**src/rtl/conv_pack_acc_unpack_if.sv**
```systemverilog
// conv_pack_acc_unpack_if: packed-product input bus and window-result output bus
interface conv_pack_acc_unpack_if #(parameter int ACC_W = 24);
  logic              pack_vld;
  logic [42:0]       pack_p;
  logic              pack_last;
  logic              out_vld;
  logic [ACC_W-1:0]  out_sum_a;
  logic [ACC_W-1:0]  out_sum_d;
  logic [7:0]        out_q_a;
  logic [7:0]        out_q_d;
  logic              busy;
  logic              ovf_err;
  modport master (output pack_vld, pack_p, pack_last,
                  input out_vld, out_sum_a, out_sum_d, out_q_a, out_q_d, busy, ovf_err);
  modport slave (input pack_vld, pack_p, pack_last,
                 output out_vld, out_sum_a, out_sum_d, out_q_a, out_q_d, busy, ovf_err);
endinterface

```
**src/rtl/conv_pack_acc_unpack.sv**
```systemverilog
// conv_pack_acc_unpack: unpack dual 16-bit products from a packed DSP result,
// accumulate per window and emit full sums plus rounded, saturated int8 values.
module conv_pack_acc_unpack #(
  parameter int ACC_W    = 24,
  parameter int MAX_TAPS = 256,
  parameter int SHIFT    = 8
) (
  input logic                   sclk,
  input logic                   s_rst,
  conv_pack_acc_unpack_if.slave bus
);
  localparam int CW = $clog2(MAX_TAPS + 1);
  localparam logic signed [ACC_W:0] RND = (ACC_W+1)'((1 << SHIFT) >> 1);
  logic signed [15:0]      r_ab1, r_db1;
  logic                    r_vld1, r_last1;
  logic signed [ACC_W-1:0] r_acc_a, r_acc_d, w_sum_a, w_sum_d;
  logic signed [ACC_W-1:0] r_fin_a, r_fin_d;
  logic                    r_fin_vld;
  logic [CW-1:0]           r_cnt;
  logic                    r_busy, r_ovf, r_vld;
  logic [ACC_W-1:0]        r_sum_a, r_sum_d;
  logic [7:0]              r_q_a, r_q_d;
  function automatic logic [7:0] requant(input logic signed [ACC_W-1:0] s);
    logic signed [ACC_W:0] r;
    r = $signed({s[ACC_W-1], s}) + RND;
    r = r >>> SHIFT;
    return r > 127 ? 8'h7f : r < -128 ? 8'h80 : r[7:0];
  endfunction
  always_comb begin
    w_sum_a = r_acc_a + {{(ACC_W-16){r_ab1[15]}}, r_ab1};
    w_sum_d = r_acc_d + {{(ACC_W-16){r_db1[15]}}, r_db1};
  end
  // Low half is d*b; the upper half borrowed one whenever d*b went negative.
  always_ff @(posedge sclk) begin
    if (s_rst) begin
      r_ab1     <= '0;
      r_db1     <= '0;
      r_vld1    <= 1'b0;
      r_last1   <= 1'b0;
      r_acc_a   <= '0;
      r_acc_d   <= '0;
      r_fin_a   <= '0;
      r_fin_d   <= '0;
      r_fin_vld <= 1'b0;
      r_cnt     <= '0;
      r_busy    <= 1'b0;
      r_ovf     <= 1'b0;
      r_vld     <= 1'b0;
      r_sum_a   <= '0;
      r_sum_d   <= '0;
      r_q_a     <= '0;
      r_q_d     <= '0;
    end else begin
      r_vld1 <= bus.pack_vld;
      if (bus.pack_vld) begin
        r_db1   <= bus.pack_p[15:0];
        r_ab1   <= bus.pack_p[31:16] + {15'b0, bus.pack_p[15]};
        r_last1 <= bus.pack_last;
      end
      r_fin_vld <= r_vld1 & r_last1;
      r_busy    <= r_vld1 | (r_busy & ~r_fin_vld);
      if (r_vld1) begin
        r_acc_a <= r_last1 ? '0 : w_sum_a;
        r_acc_d <= r_last1 ? '0 : w_sum_d;
        r_cnt   <= r_last1 ? '0 : r_cnt == CW'(MAX_TAPS) ? r_cnt : r_cnt + 1'b1;
        if (!r_last1 && r_cnt >= CW'(MAX_TAPS - 1)) r_ovf <= 1'b1;
        if (r_last1) begin
          r_fin_a <= w_sum_a;
          r_fin_d <= w_sum_d;
        end
      end
      r_vld <= r_fin_vld;
      if (r_fin_vld) begin
        r_sum_a <= r_fin_a;
        r_sum_d <= r_fin_d;
        r_q_a   <= requant(r_fin_a);
        r_q_d   <= requant(r_fin_d);
      end
    end
  end
  assign bus.out_vld   = r_vld;
  assign bus.out_sum_a = r_sum_a;
  assign bus.out_sum_d = r_sum_d;
  assign bus.out_q_a   = r_q_a;
  assign bus.out_q_d   = r_q_d;
  assign bus.busy      = r_busy;
  assign bus.ovf_err   = r_ovf;
endmodule

```
**src/flat_wrapper.sv**
```systemverilog
// flat-port wrapper written by rule: the top's interface ports become plain ports
module conv_pack_acc_unpack_flat 
#(
  parameter int ACC_W    = 24,
  parameter int MAX_TAPS = 256,
  parameter int SHIFT    = 8
)
  (sclk, s_rst, bus_pack_vld, bus_pack_p, bus_pack_last, bus_out_vld, bus_out_sum_a, bus_out_sum_d, bus_out_q_a, bus_out_q_d, bus_busy, bus_ovf_err);
  conv_pack_acc_unpack_if #(.ACC_W(ACC_W)) bus_i ();
  input logic sclk;
  input logic s_rst;
  input wire logic [$bits(bus_i.pack_vld)-1:0] bus_pack_vld;
  input wire logic [$bits(bus_i.pack_p)-1:0] bus_pack_p;
  input wire logic [$bits(bus_i.pack_last)-1:0] bus_pack_last;
  output wire logic [$bits(bus_i.out_vld)-1:0] bus_out_vld;
  output wire logic [$bits(bus_i.out_sum_a)-1:0] bus_out_sum_a;
  output wire logic [$bits(bus_i.out_sum_d)-1:0] bus_out_sum_d;
  output wire logic [$bits(bus_i.out_q_a)-1:0] bus_out_q_a;
  output wire logic [$bits(bus_i.out_q_d)-1:0] bus_out_q_d;
  output wire logic [$bits(bus_i.busy)-1:0] bus_busy;
  output wire logic [$bits(bus_i.ovf_err)-1:0] bus_ovf_err;
  assign bus_i.pack_vld = bus_pack_vld;
  assign bus_i.pack_p = bus_pack_p;
  assign bus_i.pack_last = bus_pack_last;
  assign bus_out_vld = bus_i.out_vld;
  assign bus_out_sum_a = bus_i.out_sum_a;
  assign bus_out_sum_d = bus_i.out_sum_d;
  assign bus_out_q_a = bus_i.out_q_a;
  assign bus_out_q_d = bus_i.out_q_d;
  assign bus_busy = bus_i.busy;
  assign bus_ovf_err = bus_i.ovf_err;
  conv_pack_acc_unpack #(.ACC_W(ACC_W), .MAX_TAPS(MAX_TAPS), .SHIFT(SHIFT)) u_core (.sclk(sclk), .s_rst(s_rst), .bus(bus_i));
endmodule
```
**config.mk**
```make
export PLATFORM = sky130hd
export DESIGN_NAME = conv_pack_acc_unpack_flat
export DESIGN_NICKNAME = d
export VERILOG_FILES = /design/src/rtl/conv_pack_acc_unpack_if.sv /design/src/rtl/conv_pack_acc_unpack.sv /design/src/flat_wrapper.sv
export SDC_FILE = /design/constraint.sdc
export NUM_CORES = 1
export LEC_CHECK = 0
export CORE_MARGIN = 2
export CORE_UTILIZATION = 40
export CTS_BUF_LIST = sky130_fd_sc_hd__clkbuf_4
export DETAILED_ROUTE_END_ITERATION = 8
export GPL_ROUTABILITY_DRIVEN = 0
export PLACE_DENSITY = 0.7
export SYNTH_ARGS = -nofsm -noshare
export SYNTH_HDL_FRONTEND = slang
export SYNTH_SLANG_ARGS = --single-unit
```
**constraint.sdc**
```tcl
create_clock -name sclk -period 4.2 [get_ports sclk]
set_input_delay 0.63 -clock sclk [delete_from_list [all_inputs] [get_ports sclk]]
set_output_delay 0.63 -clock sclk [all_outputs]
set_load 0.03 [all_outputs]
```
==> impl_metrics.tcl, run 1 <==
set metrics [dict create \
    hpwl_um 16200 \
    groute.usage.overall_pct 17.5 \
    cts_tree "built" \
    synth_flop_cell "dfxtp_1" \
    cts_buffers 53 \
    die_h_um 163 \
    worstMarginPinSlew_ps 1100 \
    synth_edf_count 0 \
    period_needed_ps 3180 \
    drc 0 \
    clk_latency_ps 660 \
    switching_share_pct 26.2 \
    fmax_mhz 315 \
    drv_slew 0 \
    cts.sink_count 207 \
    cts.repair.resized 0 \
    die_w_um 163 \
    hold_violations 0 \
    power_frac_seq_pct 49.8 \
    cts-root-buf "clkbuf_4" \
    maxCapViolCount 0 \
    syn_nets 1211 \
    utilization_pct 48.4 \
    required_ps 4740 \
    fin_nets 1320 \
    start_util_pct 40.6 \
    grt-ovfl-total 0 \
    drt-vias-per-instance 5.22 \
    first_pass_iters 5 \
    clkSlewWorstSetupHoldPaths_ps 70 \
    internal_power_uw 3050 \
    cts_hold_buf 0 \
    crit_path_start "u_core.r_acc_d[0]" \
    cp-endpoint "u_core.r_acc_d[22]" \
    pre_cts_ws_ps 1040 \
    cellPowerDensity_nw_per_um2 341 \
    pwr-share-comb_pct 9.7 \
    rsz0062_at_grt "no" \
    tns_ps 0 \
    path_delay_family "compound AO/OA/AOI/OAI gates" \
    avgRoutedWirePerCell_um 14.5 \
    floorplan.die_area_um2 26700 \
    irDropWorstVdd_v 0.000121 \
    run_status "finished clean" \
    r2r_start "u_core.r_acc_d[0]" \
    worstPathMaxFanout 3 \
    p_clk_share_pct 40.5 \
    synthArstFlopShare_pct 0 \
    arrival_ps 3720 \
    io_buffers 102 \
    routed_wl_um 23100 \
    ant_nets 0 \
    synth_seq_cells 207 \
    hp-class "register to register" \
    r2r_end "u_core.r_acc_d[22]" \
    crit_path_max_incr_delay_ps 410 \
    ys_warn_count 0 \
    syn_to_final_growth_pct 19.3 \
    ys_seq_area_share_pct 40.8 \
    skew_ps 43.6 \
    grt_pass1_vias 7945 \
    path_depth 11 \
    avgSynthCellArea_um2 9.16 \
    endpoint_kind "register" \
    max_slew_margin_pct 26.5 \
    cp_num_buf_inv 0 \
    cpMostUsedCell "o21ai_1" \
    setup_violations 0 \
    drt_iter0_drc 448 \
    grt_pass1_wl_um 38600 \
    netlist_instances 1109 \
    worst-setup-path-type "register to register" \
    clk_path_buf_depth 3 \
    cp_cell_sequence "ha_1 > fa_1 > a21o_1 > a21oi_1 > o21ai_1 > a31oi_1 > o21ai_1 > o41ai_2 > o21a_1 > nor4_1 > a311o_1" \
    min_period_over_period_pct 75.6 \
    num_io_pins 114 \
    antenna_found_initial 1 \
    num_vias 8298 \
    power.leakage_uw 0.00479 \
    drive_gt1_share_pct 9.44 \
    post_cts_buffers 0 \
    synth_cell_type_count 69 \
    row_count 58 \
    setup_slack_ps 1020 \
    ff2ff_path_depth 11 \
    critical_path.startpoint_type "register" \
    reg2reg_slack_ps 1020 \
    slowest_stage "fa_1" \
    hold_slack_ps 472 \
    grt_max_degree 84 \
    power_uw 4140 \
    ctsHtreeMaxLevel 2 \
    syn_area_um2 10200 \
    fp.coreArea_um2 25000 \
    p_sw_uw 1080 \
]
==> worst min-delay path by stage <==
| stage | from | end | slack, ps | cells past startpoint |
|---|---|---|---|---|
| 4_1_cts | s_rst | u_core.r_acc_d[7] | 470 | 2 |
| 6_report | u_core.bus.busy | u_core.bus.busy | 470 | 2 |
| 5_1_grt | u_core.bus.busy | u_core.bus.busy | 500 | 2 |
| 2_1_floorplan | u_core.r_fin_a[1] | u_core.r_fin_a[1] | 420 | 2 |
| 3_3_place_gp | u_core.r_acc_d[16] | u_core.r_acc_d[16] | 460 | 2 |
| 3_5_place_dp | u_core.bus.busy | u_core.bus.busy | 460 | 2 |
==> power groups by stage <==
| stage | combinational, uW | sequential [uW] | clock (uW) |
|---|---|---|---|
| 2_1_floorplan | 285 | 2090 | 0 |
| 3_3_place_gp | 392 | 2100 | 0 |
| 3_5_place_dp | 400 | 2100 | 0 |
| 4_1_cts | 403 | 2060 | 1730 |
| 5_1_grt | 446 | 2070 | 1860 |
| 6_report | 401 | 2060 | 1680 |
==> worst reg2reg max path, stage by stage (launching register included) <==
cell and delay, ps:
dfxtp_1 320, ha_1 240, fa_1 410, a21o_1 190
a21oi_1 260, o21ai_1 160, a31oi_1 300, o21ai_1 160
o41ai_2 410, o21a_1 240, nor4_1 60, a311o_1 330
==> synth_stat cells, types with 7 or more instances <==
master    count  area share [%]
a31oi_1      12            0.74
o21a_1       12            0.89
a22oi_1      35             2.6
a211oi_1     18             1.3
o21bai_1     11            0.81
a22o_1       38             3.3
o221a_2       7            0.78
a21o_1       12            0.89
mux2i_1      68             6.7
buf_1        15            0.55
o21ai_1      11            0.54
nand2_1      50             1.8
ha_1         53             6.5
and3_1       21             1.3
nor2_1      172             6.4
dfxtp_1     207              41
nor3_1       11            0.54
o211ai_1      7            0.52
clkbuf_1     39             1.4
o21ai_0      24             1.2
a21oi_1      48             2.4
nand3_1      30             1.5
xor2_1       30             2.6
inv_1        24            0.89
xnor2_1      52             4.5
nand4_1      11            0.68
==> per-layer routing <==
layer | GRT usage (%) | share of wire (%) | wire [um] | up-vias
li1 | - | - | - | 4288
met1 | 23.4 | 49 | 11300 | 3788
met2 | 28.1 | 43 | 10100 | 178
met3 | 3.38 | 5.4 | 1260 | 44
met4 | 6.28 | 2.3 | 530 | 0
met5 | 0 | 0 | 0 | -
==> final cells by class <==
type | instances | area (um2)
inverters | 27 | 101
diodes | 1 | 2.50
well taps | 330 | 413
flip-flops and latches | 207 | 4150
repair buffers | 109 | 1070
multi-input cells | 820 | 5720
fillers | 2407 | 12900
clock inverters | 17 | 70.1
clock buffers | 80 | 601
==> cells in the final DEF (no fill, tap or decap), drive strengths merged, types with 3 or more instances in the layout <==
cell type,instances
a211oi,18
a21o,12
a21oi,50
a22o,38
a22oi,35
a311o,3
a31oi,12
a32o,3
a41oi,3
and3,21
and4,5
buf,9
clkbuf,80
clkdlybuf4s50,100
clkinv,17
dfxtp,207
ha,53
inv,26
mux2i,68
nand2,50
nand2b,5
nand3,31
nand4,11
nor2,174
nor2b,6
nor3,11
nor4,6
nor4b,4
o211a,6
o211ai,7
o21a,12
o21ai,36
o21bai,11
o221a,7
o31ai,3
or3,6
xnor2,52
xor2,30
==> cells by family (layout without fill, tap and decap cells) <==
logic type	count (synthesis)	in the layout	share of synthesized area [%]
AND/OR/NAND/NOR	341	341	15.6
AO/OA/AOI/OAI	273	273	19.7
flip-flops	207	207	40.8
XOR/XNOR	83	83	7.29
buffers and inverters	82	233	3.04
multiplexers	68	68	6.70
adder cells (fa/ha/maj)	55	55	6.92
other	0	1	0
==> per-stage QoR <==
step	cell area, um2	instances
after floorplan	10200	1109
after global placement	11400	1493
after detailed placement	11400	1493
after CTS	12100	1590
after global routing	12100	1591
final	12100	1591
==> registers in the layout, indices dropped and copies added, names as in the netlist, 8 cells and up <==
| register | flops |
|---|---|
| u_core.bus.out_sum_d | 24 |
| u_core.bus.out_q_a | 8 |
| u_core.bus.out_q_d | 8 |
| u_core.r_cnt | 9 |
| u_core.r_acc_d | 24 |
| u_core.bus.out_sum_a | 24 |
| u_core.r_db1 | 16 |
| u_core.r_ab1 | 16 |
| u_core.r_acc_a | 24 |
| u_core.r_fin_a | 24 |
| u_core.r_fin_d | 24 |
Power figures use the tool's default switching activity.
==> run 2: changes to the inputs <==
==> constraint.sdc (replaced) <==
create_clock -name sclk -period 3.3 [get_ports sclk]
set_input_delay 0.495 -clock sclk [delete_from_list [all_inputs] [get_ports sclk]]
set_output_delay 0.495 -clock sclk [all_outputs]
set_load 0.03 [all_outputs]
==> run 2 against run 1 <==
Register-to-register slack lost 760 ps. Power grew 31%. Sequential power grew 27%. Critical path type unchanged. Largest cell class unchanged.
==> impl_metrics.tcl, run 2 (synthesis gave the netlist of run 1 again) <==
set metrics [dict create \
    hp-class "input pin to register" \
    routed_wl_um 23200 \
    ant_nets 0 \
    cts-root-buf "clkbuf_4" \
    maxCapViolCount 0 \
    arrival_ps 3650 \
    period_needed_ps 3030 \
    critical_path.startpoint_type "register" \
    fp.coreArea_um2 25000 \
    io_buffers 102 \
    crit_path_max_incr_delay_ps 400 \
    dpl_cell_area_um2 11500 \
    run_status "finished clean" \
    power_uw 5410 \
    worstPathMaxFanout 4 \
    cts.sink_count 207 \
    required_ps 3920 \
    drv_slew 0 \
    cellPowerDensity_nw_per_um2 443 \
    worst-setup-path-type "register to register" \
    die_w_um 163 \
    groute.usage.overall_pct 17.3 \
    num_io_pins 114 \
    row_count 58 \
    cts_hold_buf 0 \
    final_cell_mix "dfxtp_1, nor2_1, clkdlybuf4s50_1, clkbuf_4, mux2i_1" \
    drt_iter0_drc 496 \
    cp_cell_sequence "ha_1 > inv_1 > fa_1 > nor2b_1 > o2111ai_1 > nand4_1 > nand4_1 > a31oi_1 > a41oi_1 > a21oi_1 > nor4b_1 > a311o_1" \
    avgRoutedWirePerCell_um 14.5 \
    num_vias 8388 \
    drc 0 \
    rsz0062_at_grt "no" \
    syn_to_final_growth_pct 20.5 \
    clk_latency_ps 680 \
    r2r_start "u_core.r_acc_a[0]" \
    slowest_stage "fa_1" \
    clk_path_buf_depth 3 \
    hold_violations 0 \
    max_slew_margin_pct 27.6 \
    fin_nets 1331 \
    cp_num_buf_inv 1 \
    seqCellArea_um2 4150 \
    die_h_um 163 \
    irDropWorstVdd_v 0.000188 \
    fmax_mhz 330 \
    power.leakage_uw 0.00486 \
    grt_pass1_wl_um 38300 \
    endpoint_kind "register" \
    hp-start "s_rst" \
    clkSlewWorstSetupHoldPaths_ps 70 \
    start_util_pct 40.6 \
    design_area_um2 12200 \
    hpwl_um 16500 \
    floorplan.die_area_um2 26700 \
    cts_buffers 53 \
    antenna_found_initial 1 \
    final_common_cell "dfxtp_1" \
    grt-ovfl-total 0 \
    drt-vias-per-instance 5.25 \
    grt_pass1_vias 7770 \
    cpMostUsedCell "nand4_1" \
    cts_tree "built" \
    grt_max_degree 52 \
    worstMarginPinSlew_ps 1090 \
    skew_ps 42.1 \
    crit_path_start "u_core.r_acc_a[0]" \
    tns_ps 0 \
    nFillCells 2397 \
    ctsHtreeMaxLevel 2 \
    path_delay_family "compound AO/OA/AOI/OAI gates" \
    setup_violations 0 \
    multi_input_area_um2 5720 \
    first_pass_iters 5 \
    drive_gt1_share_pct 10.3 \
    min_period_over_period_pct 91.8 \
]
==> run 2: report_power, final <==
group / total (uW) / switching, uW / internal [uW] / leakage [uW]
registers: 2620 / 55.9 / 2560 / 0.00168
logic: 529 / 305 / 224 / 0.00276
clock network: 2270 / 1020 / 1250 / 0.000419
total: 5410 / 1380 / 4040 / 0.00486
==> run 2: final cells by class <==
| class | count | share of cell area, % |
|---|---|---|
| Multi-Input combinational cell | 820 | 46.8 |
| Tap cell | 330 | 3.37 |
| Inverter | 27 | 0.828 |
| Sequential cell | 207 | 33.9 |
| Clock buffer | 80 | 4.91 |
| Timing Repair Buffer | 120 | 9.39 |
| Antenna cell | 1 | 0.0205 |
| Clock inverter | 12 | 0.818 |
==> run 2: layer usage <==
layer  wire, um  GRT usage, %  up-vias
li1           -             -     4293
met4        331          5.19        0
met2      10000          26.6      170
met5          0             0        -
met3       1040          3.28       26
met1      11900          24.4     3899
==> run 2: metrics by stage <==
step                instances  util [%]  hold WS [ps]  setup WS, ps
global placement         1503      46.0           455           265
global route             1597      48.9           172          38.8
detailed placement       1503      46.0           458           231
finish                   1597      48.9           196           270
floorplan                1109         -           425           500
CTS                      1595      48.8           157           238
==> run 2: final timing paths <==
| check | to | slack, ps | cells after the start |
|---|---|---|---|
| hold reg to reg | u_core.bus.ovf_err | 470 | 2 |
| setup reg to reg | u_core.r_acc_a[22] | 270 | 12 |
| setup / recovery | u_core.r_acc_a[22] | 270 | 12 |
| hold / removal | u_core.bus.ovf_err | 200 | 2 |
==> run 2: repair_timing <==
action	CTS	global route
setup buffers	0	1
setup endpoints to repair	0	1
gates resized for setup	0	1
==> run 3: changes to the inputs <==
--- a/config.mk
+++ b/config.mk
@@ -5,12 +5,15 @@
 export SDC_FILE = /design/constraint.sdc
 export NUM_CORES = 1
 export LEC_CHECK = 0
+export CELL_PAD_IN_SITES_DETAIL_PLACEMENT = 1
+export CELL_PAD_IN_SITES_GLOBAL_PLACEMENT = 1
 export CORE_MARGIN = 2
 export CORE_UTILIZATION = 40
 export CTS_BUF_LIST = sky130_fd_sc_hd__clkbuf_4
 export DETAILED_ROUTE_END_ITERATION = 8
+export DONT_BUFFER_PORTS = 1
 export GPL_ROUTABILITY_DRIVEN = 0
-export PLACE_DENSITY = 0.7
+export PLACE_DENSITY = 0.77
 export SYNTH_ARGS = -nofsm -noshare
 export SYNTH_HDL_FRONTEND = slang
 export SYNTH_SLANG_ARGS = --single-unit
==> run 3 against run 2 <==
Combinational power decreased by 3%. Die area stayed put. Register-to-register slack got worse by 30 ps. Clock skew shrank 6.0 ps. Sequential share of layout area is 2.3 points higher. Power is 2.5% lower. Global-route usage increased by 2.7 points. Cell count shrank 5.0%. Utilization down 3.1 points. Critical path type unchanged. Largest cell class unchanged. Highest routed layer unchanged.
==> impl_metrics.tcl, run 3 (synthesis gave the netlist of run 1 again) <==
set metrics [dict create \
    cts_buffers 54 \
    grt_pass1_wl_um 43400 \
    maxCapViolCount 0 \
    cpMostUsedCell "o21ai_1" \
    slowest_stage "o41ai_2" \
    switching_share_pct 26.7 \
    drv_slew 0 \
    grt_pass1_vias 8654 \
    power_uw 5280 \
    floorplan.die_area_um2 26700 \
    reg2reg_slack_ps 240 \
    dpl_cell_area_um2 10500 \
    design_area_um2 11500 \
    tns_ps 0 \
    pwr-share-comb_pct 9.7 \
    avgRoutedWirePerCell_um 17.5 \
    power.leakage_uw 0.00458 \
    p_clk_share_pct 40.6 \
    cp_cell_sequence "ha_1 > fa_1 > a21o_1 > a21oi_2 > o21ai_1 > a31oi_2 > o21ai_1 > o41ai_2 > o21a_1 > nor4_1 > a311o_1" \
    multi_input_area_um2 5740 \
    num_io_pins 114 \
    hold_violations 0 \
    first_pass_iters 4 \
    endpoint_kind "register" \
    routed_wl_um 26500 \
    clkSlewWorstSetupHoldPaths_ps 70 \
    min_period_over_period_pct 92.9 \
    period_needed_ps 3060 \
    cts-root-buf "clkbuf_4" \
    cts.sink_count 207 \
    grt_use_met2_pct 32.3 \
    final_cell_mix "dfxtp_1, nor2_1, clkbuf_4, mux2i_1, ha_1" \
    critical_path.startpoint_type "register" \
    syn_to_final_growth_pct 12.8 \
    antenna_found_initial 1 \
    ctsHtreeMaxLevel 2 \
    worstPathMaxFanout 3 \
    arrival_ps 3590 \
    clk_latency_ps 660 \
    fin_nets 1252 \
    fmax_mhz 326 \
    row_count 58 \
    hold_slack_ps 62.7 \
    clk_path_buf_depth 3 \
    cts_tree "built" \
    hp-class "input pin to register" \
    p_sw_uw 1410 \
    grt-ovfl-total 0 \
    max_slew_margin_pct 52.0 \
    top_usage_layer "met2" \
    run_status "finished clean" \
    required_ps 3830 \
    power_frac_seq_pct 49.7 \
    grt_max_degree 134 \
    cellPowerDensity_nw_per_um2 460 \
    fp.coreArea_um2 25000 \
    hpwl_um 18300 \
    seqCellArea_um2 4150 \
    num_vias 8282 \
    rsz0062_at_grt "no" \
    use_met1_pct 26.5 \
    groute.usage.overall_pct 20.0 \
    drive_gt1_share_pct 11.0 \
    nFillCells 2892 \
    die_w_um 163 \
    skew_ps 36.1 \
    drt-vias-per-instance 5.46 \
    worstMarginPinSlew_ps 715 \
    final_common_cell "dfxtp_1" \
    grt_use_met3_pct 4.09 \
    irDropWorstVdd_v 0.000191 \
    die_h_um 163 \
    io_buffers 0 \
    internal_power_uw 3870 \
    setup_violations 0 \
    drt_iter0_drc 375 \
    worst-setup-path-type "register to register" \
    start_util_pct 40.6 \
    drc 0 \
    ant_nets 0 \
    crit_path_max_incr_delay_ps 430 \
]
run 3: critical path, delay by kind of cell (launching register included):
family	cells	cell delay, ps
adders and majority gates	2	660
AOI/OAI and AO/OA	8	1890
and+or+nand+nor	1	60
DFF	1	310
run 3: worst paths after layout:
kind | from | end | depth (start not counted)
setup reg to reg | u_core.r_acc_d[0] | u_core.r_acc_d[22] | 11
hold reg to reg | u_core.r_acc_d[16] | u_core.r_acc_d[16] | 2
setup / recovery | u_core.r_acc_d[0] | u_core.r_acc_d[22] | 11
hold / removal | s_rst | u_core.r_acc_d[23] | 3
run 3: cell type report:
cell class,count,area share [%]
flip-flops and latches,207,36.2
multi-input cells,820,50.1
diodes,1,0.0218
repair buffers,40,3.56
well taps,330,3.60
clock inverters,12,0.426
inverters,27,0.884
clock buffers,80,5.24
run 3: metrics by stage:
stage | setup WS, ps | cells | util, %
after floorplan | 500 | 1109 | -
final | 235 | 1517 | 45.8
after detailed placement | 129 | 1399 | 42.0
after global routing | 34.5 | 1517 | 45.8
after CTS | 119 | 1515 | 45.6
after global placement | 202 | 1399 | 42.0
run 3: timing repair:
item	4_1_cts	5_1_grt
setup endpoints to repair	0	2
hold buffers	24	0
setup buffers	0	1
endpoints found under the hold margin	133	0
gates resized for setup	0	4
run 3: power by group through the flow:
| stage | Clock [uW] | Sequential [uW] | Combinational [uW] |
|---|---|---|---|
| floorplan | 0 | 2660 | 363 |
| global placement | 0 | 2680 | 426 |
| detailed placement | 0 | 2680 | 443 |
| CTS | 2220 | 2620 | 514 |
| global route | 2380 | 2630 | 569 |
| finish | 2140 | 2620 | 513 |
run 3: per-layer routing:
| layer | share of wire (%) | wire length [um] | vias to the layer above |
|---|---|---|---|
| met2 | 45 | 11900 | 162 |
| met4 | 1.8 | 468 | 0 |
| li1 | - | - | 4129 |
| met3 | 5.5 | 1460 | 38 |
| met1 | 48 | 12700 | 3953 |
| met5 | 0 | 0 | - |
